## src/rtl/perf_counter_ctrl_if.sv

```systemverilog
// rtl/perf_counter_ctrl_if.sv - MMIO request/response bus into the performance counter bank.
interface perf_counter_ctrl_if #(
  parameter int WIDTH = 16
);
  logic             mem_read;
  logic             mem_write;
  logic [3:0]       offset;
  logic [WIDTH-1:0] mem_rdata;
  logic             mem_resp;
  logic             busy;

  modport master (
    output mem_read, mem_write, offset,
    input  mem_rdata, mem_resp, busy
  );

  modport slave (
    input  mem_read, mem_write, offset,
    output mem_rdata, mem_resp, busy
  );
endinterface

```

## src/rtl/perf_counter_ctrl.sv

```systemverilog
// rtl/perf_counter_ctrl.sv - saturating event counter bank with one-at-a-time read/clear FSM.
module perf_counter_ctrl #(
  parameter int WIDTH   = 16,
  parameter int NUM_CTR = 16
) (
  input  logic               clk,
  input  logic               rst,
  input  logic               count_en,
  input  logic [NUM_CTR-1:0] event_in,
  perf_counter_ctrl_if.slave bus
);
  localparam logic [WIDTH-1:0] CTR_MAX = '1;

  typedef enum logic [1:0] {IDLE, BUSY, RESP, WAIT} state_t;

  state_t             state;
  logic [3:0]         idx;
  logic               op_rd;
  logic [NUM_CTR-1:0] clr;
  logic [WIDTH-1:0]   ctr [NUM_CTR];
  logic               req;

  assign req = bus.mem_read | bus.mem_write;

  // clr is registered on acceptance so the one-hot strobe lines up exactly with BUSY.
  always_ff @(posedge clk) begin
    if (rst) begin
      state         <= IDLE;
      idx           <= '0;
      op_rd         <= 1'b0;
      clr           <= '0;
      bus.mem_rdata <= '0;
      bus.mem_resp  <= 1'b0;
      bus.busy      <= 1'b0;
    end else begin
      clr          <= '0;
      bus.mem_resp <= 1'b0;
      case (state)
        IDLE: begin
          if (req) begin
            idx      <= bus.offset;
            op_rd    <= bus.mem_read;
            if (!bus.mem_read) clr <= NUM_CTR'(1) << bus.offset;
            bus.busy <= 1'b1;
            state    <= BUSY;
          end
        end
        BUSY: begin
          if (op_rd) bus.mem_rdata <= ctr[idx];
          bus.mem_resp <= 1'b1;
          state        <= RESP;
        end
        RESP: state <= WAIT;
        WAIT: begin
          if (!req) begin
            bus.busy <= 1'b0;
            state    <= IDLE;
          end
        end
        default: state <= IDLE;
      endcase
    end
  end

  // A clear strobe wins over a same-cycle event; counters stick at all-ones.
  always_ff @(posedge clk) begin
    for (int i = 0; i < NUM_CTR; i++) begin
      if (rst || clr[i]) begin
        ctr[i] <= '0;
      end else if (count_en && event_in[i] && ctr[i] != CTR_MAX) begin
        ctr[i] <= ctr[i] + 1'b1;
      end
    end
  end
endmodule

```

## src/flat_wrapper.sv

```systemverilog
// flat-port wrapper written by rule: the top's interface ports become plain ports
module perf_counter_ctrl_flat 
#(
  parameter int WIDTH   = 16,
  parameter int NUM_CTR = 16
)
  (clk, rst, count_en, event_in, bus_mem_read, bus_mem_write, bus_offset, bus_mem_rdata, bus_mem_resp, bus_busy);
  perf_counter_ctrl_if #(.WIDTH(WIDTH)) bus_i ();
  input  logic clk;
  input  logic rst;
  input  logic count_en;
  input  logic [NUM_CTR-1:0] event_in;
  input wire logic [$bits(bus_i.mem_read)-1:0] bus_mem_read;
  input wire logic [$bits(bus_i.mem_write)-1:0] bus_mem_write;
  input wire logic [$bits(bus_i.offset)-1:0] bus_offset;
  output wire logic [$bits(bus_i.mem_rdata)-1:0] bus_mem_rdata;
  output wire logic [$bits(bus_i.mem_resp)-1:0] bus_mem_resp;
  output wire logic [$bits(bus_i.busy)-1:0] bus_busy;
  assign bus_i.mem_read = bus_mem_read;
  assign bus_i.mem_write = bus_mem_write;
  assign bus_i.offset = bus_offset;
  assign bus_mem_rdata = bus_i.mem_rdata;
  assign bus_mem_resp = bus_i.mem_resp;
  assign bus_busy = bus_i.busy;
  perf_counter_ctrl #(.WIDTH(WIDTH), .NUM_CTR(NUM_CTR)) u_core (.clk(clk), .rst(rst), .count_en(count_en), .event_in(event_in), .bus(bus_i));
endmodule
```

## config.mk

```make
export PLATFORM = sky130hd
export DESIGN_NAME = perf_counter_ctrl_flat
export DESIGN_NICKNAME = d
export VERILOG_FILES = /design/src/rtl/perf_counter_ctrl_if.sv /design/src/rtl/perf_counter_ctrl.sv /design/src/flat_wrapper.sv
export SDC_FILE = /design/constraint.sdc
export NUM_CORES = 1
export LEC_CHECK = 0
export ABC_AREA = 1
export ABC_CLOCK_PERIOD_IN_PS = 6850
export CAP_MARGIN = 15
export CORE_ASPECT_RATIO = 1.2
export CORE_MARGIN = 8
export CORE_UTILIZATION = 26
export DETAILED_ROUTE_END_ITERATION = 8
export PLACE_DENSITY = 0.45
export SLEW_MARGIN = 15
export SYNTH_ARGS = -nofsm -noshare
export SYNTH_HDL_FRONTEND = slang
export SYNTH_SLANG_ARGS = --single-unit
```

## constraint.sdc

```tcl
create_clock -name clk -period 6.85 [get_ports clk]
set_clock_uncertainty 0.05 [all_clocks]
set_input_delay 1.7125 -clock clk [delete_from_list [all_inputs] [get_ports clk]]
set_output_delay 1.7125 -clock clk [all_outputs]
set_load 0.01 [all_outputs]
```

* Word-level counts from Yosys, hierarchy flattened
Memories as Yosys holds them, arrays and structs flattened. A register that Yosys moved wholly into a read port is not among the register bits.
Cells that the tools add are included.
** Word-level totals
- Register bits after elaboration :: 25
- RAM bits :: 256
- Input port bits :: 25
- Output and inout port bits :: 18
- Word-level logic and storage cells :: 222
- Memories :: 1
** Operators by class
- Add/subtract/negate cells :: 16
- Equal/unequal tests :: 21
- Shifts and indexed selects :: 1
- Multiplexer cells :: 103
- Bitwise logic cells :: 19
- Reductions and logical operators :: 55
** Memories
- u_core.ctr :: depth 16, bits a word 16, rd ports 17, clocked after Yosys merged registers in 1, wr ports 16, line perf_counter_ctrl.sv:20 : logic [WIDTH-1:0] ctr [NUM_CTR];
** Operators with widths (number)
- $add A16 B1 Y16 const B :: 16
- $mux W16 :: 16
- $ne A16 B16 Y1 const B :: 16
- $mux W1 :: 83
- $logic_and A1 B1 Y1 :: 32
- $or A1 B1 Y1 :: 17
- $logic_or A1 B1 Y1 :: 16
- $shl A1 B4 Y16 const A :: 1
- $pmux W2 S4 :: 1
- $reduce_and A2 Y1 :: 3
- $eq A2 B2 Y1 const B :: 2
- $mux W2 :: 2
- $reduce_or A4 Y1 :: 1
- $reduce_and A3 Y1 :: 1
- $eq A2 B1 Y1 const B :: 1
- $logic_not A2 Y1 :: 1
- $ne A2 B1 Y1 const B :: 1
- $ne A2 B2 Y1 const B :: 1
- $not A1 Y1 :: 2
- $pmux W1 S2 :: 1
- $reduce_bool A2 Y1 :: 1

* Logic depth before layout (Yosys ltp)
- Depth after elaboration :: 6
- Depth in mapped cells :: 11
- Depth with buffers taken out :: 10

* Worst setup path before layout
No wires, ideal clock.
- Path type :: input to register
- Start :: in count_en
- End :: mem u_core.ctr[5][0], enable pin
- Setup time :: 411 ps
- Arrival time :: 3182 ps
- Data required time :: 6389 ps
- Slack :: 3207 ps
- Cell stages on the path :: 3
- Buffers on the path :: 1
- Cell sequence :: buf_2 nand2_1 o21ai_0
** RTL lines
- from (decl) :: line flat_wrapper.sv:11 : input logic count_en;
- to (decl) :: line perf_counter_ctrl.sv:20

* Worst setup path in the final report
- Start :: reg u_core.bus.mem_rdata[6], read port of u_core.ctr
- End :: out bus_mem_rdata[6]
** RTL lines
- from (decl) :: line perf_counter_ctrl_if.sv:19 : output mem_rdata, mem_resp, busy
- to (decl) :: line flat_wrapper.sv:16 : output wire logic [$bits(bus_i.mem_rdata)-1:0] bus_mem_rdata;
No word-level cell between the ends.

==> metrics.md <==
| Metric | Value |
|---|---|
| Area Growth Syn to Fin | 12.2% |
| Initial Util | 26.2% |
| Post-CTS resize count | 0 |
| DIE AREA | 0.0804 mm^2 |
| Worst-Margin Slew | 1.06 ns |
| Most common cell after layout, fill and taps aside | nand2_1 |
| Slowest CP cell | clkdlybuf4s50_1 |
| Cell variety after synth | 35 |
| RSZ-0062 raised after global routing | no |
| Number of global-route vias before repair | 15400 |
| Seq/Total Area, Yosys | 45.7% |
| Via-per-instance ratio | 4.66 |
| Clock power share | 37.1% |
| Root buffer cell | clkbuf_16 |
| Clock latency on the worst-skew pair | 0.55 ns |
| DP HPWL | 41200 um |
| Hold Crit Class | reg -> reg |
| Final WL | 55500 um |
| Yosys reg bits | 297 |
| YS warnings | 0 |
| Filler Cell Count | 7740 |
| Syn Inst Count | 2406 |
| Gpl congestion | 0.839 |
| Clk slew on worst S/H paths | 0.06 ns |
| Setup tns final | 0 ns |
| Synth Area in Simple Gates | 36.6% |
| Commonest non-fill, non-tap cells in the layout | 664 x nand2_1, 350 x nor2_1, 294 x nand3_1, 256 x edfxtp_1, 214 x inv_1 |
| Startpoint Class | flop |
| Vias | 15700 |
| First DRT Iteration DRCs | 1112 |
| CTS buffer count | 36 |
| CP max FO | 2 |
| Slew Viols, Final | 0 |
| Post-Syn Nets | 2451 |
| Seq. cell area | 0.00851 mm^2 |
| Congestion Overflow GR | 0 |
| Critical path's top delay family | buffers and inverters |
| Relative slew slack | 29.1% |
| Core area | 0.0710 mm^2 |
| Detailed Routing Iterations Pass 1 | 5 |
| Mapped Avg Cell Area | 7.74 um^2 |
| Comb pwr share | 17.9% |
| Reg2reg setup slack | 3.62 ns |
| Mux cell area share after synthesis | 0% |
| CP arrival | 1.59 ns |
| Routed Antenna Nets | 0 |
| Crit path required time | 5.09 ns |
| Avg WL per Cell | 16.5 um |
| Post-synthesis compound-gate area fraction | 3.99% |
| FMAX | 0.298 GHz |
| Row Count | 107 |
| Crit end category | output pin |
| Sw Ratio | 31.7% |
| Height of the die | 309 um |
| Max-cap violations | 0 |
| Nets | 2459 |
| Drt drc | 0 |
| CP Class | reg -> out |
| Min cycle time layout | 3.35 ns |
| Gr usage total | 13.6% |
| Max incr delay on CP | 0.59 ns |
| Total internal power | 3.47 mW |
| CTS Buffer Depth | 3 |
| Multi-input gate area | 0.00881 mm^2 |
| Critical-path cell list | clkdlybuf4s50_1 |
| Final Hold Viols | 0 |
| Buffers on Ports | 42 |
| Pwr Density | 243 mW/mm^2 |
| Yosys top cell by area | edfxtp_1 |
| Final Setup Violations | 0 |
| Yosys top cell area share | 41.3% |
| Initial antenna violation count | 0 |
| Pin count of the biggest net entering global routing | 82 |
| Synth area leaders | edfxtp_1 41%, nand2_1 13%, nand3_1 7.9% |
| # diodes | 0 |
| Status | complete, no violations |
| CTS tree | yes |
| Hold Buf Count CTS | 0 |
| Die Wd | 260 um |
| First-pass GRT wire length | 87000 um |
| Switching pwr | 1.61 mW |
| Peak VDD IR | 126 uV |
| Layout cells sized above 1 | 6.39% |
| CTS H-tree lvls | 2 |
| Tot Pwr | 5.08 mW |
| Clock sinks | 297 |
| IO Pins | 43 |
| Area share of fa/ha/maj cells after synthesis | 1.34% |
| CP bufs+invs | 1 |
| Number of setup buffers added after CTS | 0 |
| Lkg Pwr | 7.67 nW |
| Seq pwr share | 45.0% |
| Netlist Area Pre-Place | 0.0186 mm^2 |
| Final period utilization | 48.9% |
| Dominant combinational cell family by area after synthesis | simple AND/OR/NAND/NOR gates |
| Xor and xnor fraction of the mapped netlist area | 5.41% |
==> per-stage QoR <==
stage | cell area (um^2) | hold slack, ns | setup WS, ns | utilization [%] | cells
floorplan | 18600 | 0.425 | 3.21 | - | 2406
global placement | 19700 | 0.424 | 3.03 | 27.8 | 3302
CTS | 20900 | 0.436 | 3.46 | 29.4 | 3366
finish | 20900 | 0.426 | 3.50 | 29.4 | 3366
global route | 20900 | 0.486 | 3.30 | 29.4 | 3366
detailed placement | 19700 | 0.427 | 3.02 | 27.8 | 3302
==> worst register-to-register path, cell delays in order (launching register included) <==
cell	delay [ns]
dfxtp_4	0.67
clkinv_2	0.72
buf_4	0.60
nand2_1	0.23
nand3_1	0.17
nand3_1	0.24
nand2_1	0.08
nand2_1	0.12
nand3_1	0.11
nand2_1	0.10
inv_1	0.04
==> synthesized netlist by cell type <==
master    count
nand3_2      22
nand3b_1      4
edfxtp_1    256
a221oi_1      1
nor2_1      350
nand4_2       4
or3_1         1
clkbuf_1     14
nand4_1      49
buf_2        29
nor3_1       63
nand2_1     664
nor2_2       15
buf_4        14
buf_6        13
nand2_2      11
xor2_1       88
xnor2_1      27
o21ai_0      43
or2_0        12
nand3_4       1
or2_2        18
inv_2         5
buf_1         6
a31oi_1       1
nor3_2       16
nor2_4        5
a21oi_1     101
a211oi_1      1
inv_1       214
nand3_1     294
dfxtp_1      41
nor3b_1       1
and2_1        2
ha_1         20
==> kinds of logic after synthesis <==
kind of cell | count (synthesis)
adders and majority gates | 20
DFF | 297
and+or+nand+nor | 1532
xor gates and xnor gates | 115
buffers and inverters | 295
AOI/OAI and AO/OA | 147
==> power groups by stage <==
stage,Combinational (mW),Sequential [mW],Clock [mW]
after floorplan,0.651,2.23,0
after global placement,0.907,2.32,0
after detailed placement,0.915,2.32,0
after CTS,0.919,2.29,1.95
after global routing,1.01,2.31,2.01
final,0.909,2.29,1.89
==> cell type report <==
type / instances / area share, %
clock buffer: 61 / 5.35
clock inverter: 3 / 0.0719
inverter: 219 / 3.95
multi-input combinational: 1814 / 42.2
sequential: 297 / 40.8
tap: 926 / 5.55
timing repair buffer: 46 / 2.11
==> registers in the layout, summed over array words and instances (netlist names) <==
| name | cells |
|---|---|
| u_core.idx | 4 |
| u_core.ctr | 256 |
| u_core.bus.mem_rdata | 16 |
| u_core.bus.mem_resp | 1 |
| u_core.state | 2 |
| u_core.op_rd | 1 |
| u_core.clr | 16 |
| u_core.bus.busy | 1 |
==> routing by layer <==
| metal | track usage [%] | part of all wire, % | up-vias |
|---|---|---|---|
| li1 | - | - | 7946 |
| met2 | 23.5 | 49 | 200 |
| met4 | 4.25 | 2.8 | 0 |
| met5 | 0 | 0 | - |
| met1 | 17.3 | 45 | 7474 |
| met3 | 1.83 | 2.8 | 73 |
==> final timing paths <==
kind,endpoint,start,cells past startpoint
min reg2reg,u_core.bus.busy,u_core.bus.busy,2
min,u_core.bus.busy,u_core.bus.busy,2
max,bus_mem_rdata[6],u_core.bus.mem_rdata[6],1
max reg2reg,u_core.bus.mem_rdata[10],u_core.idx[0],10
No activity file was read; power rests on OpenSTA's default activity.
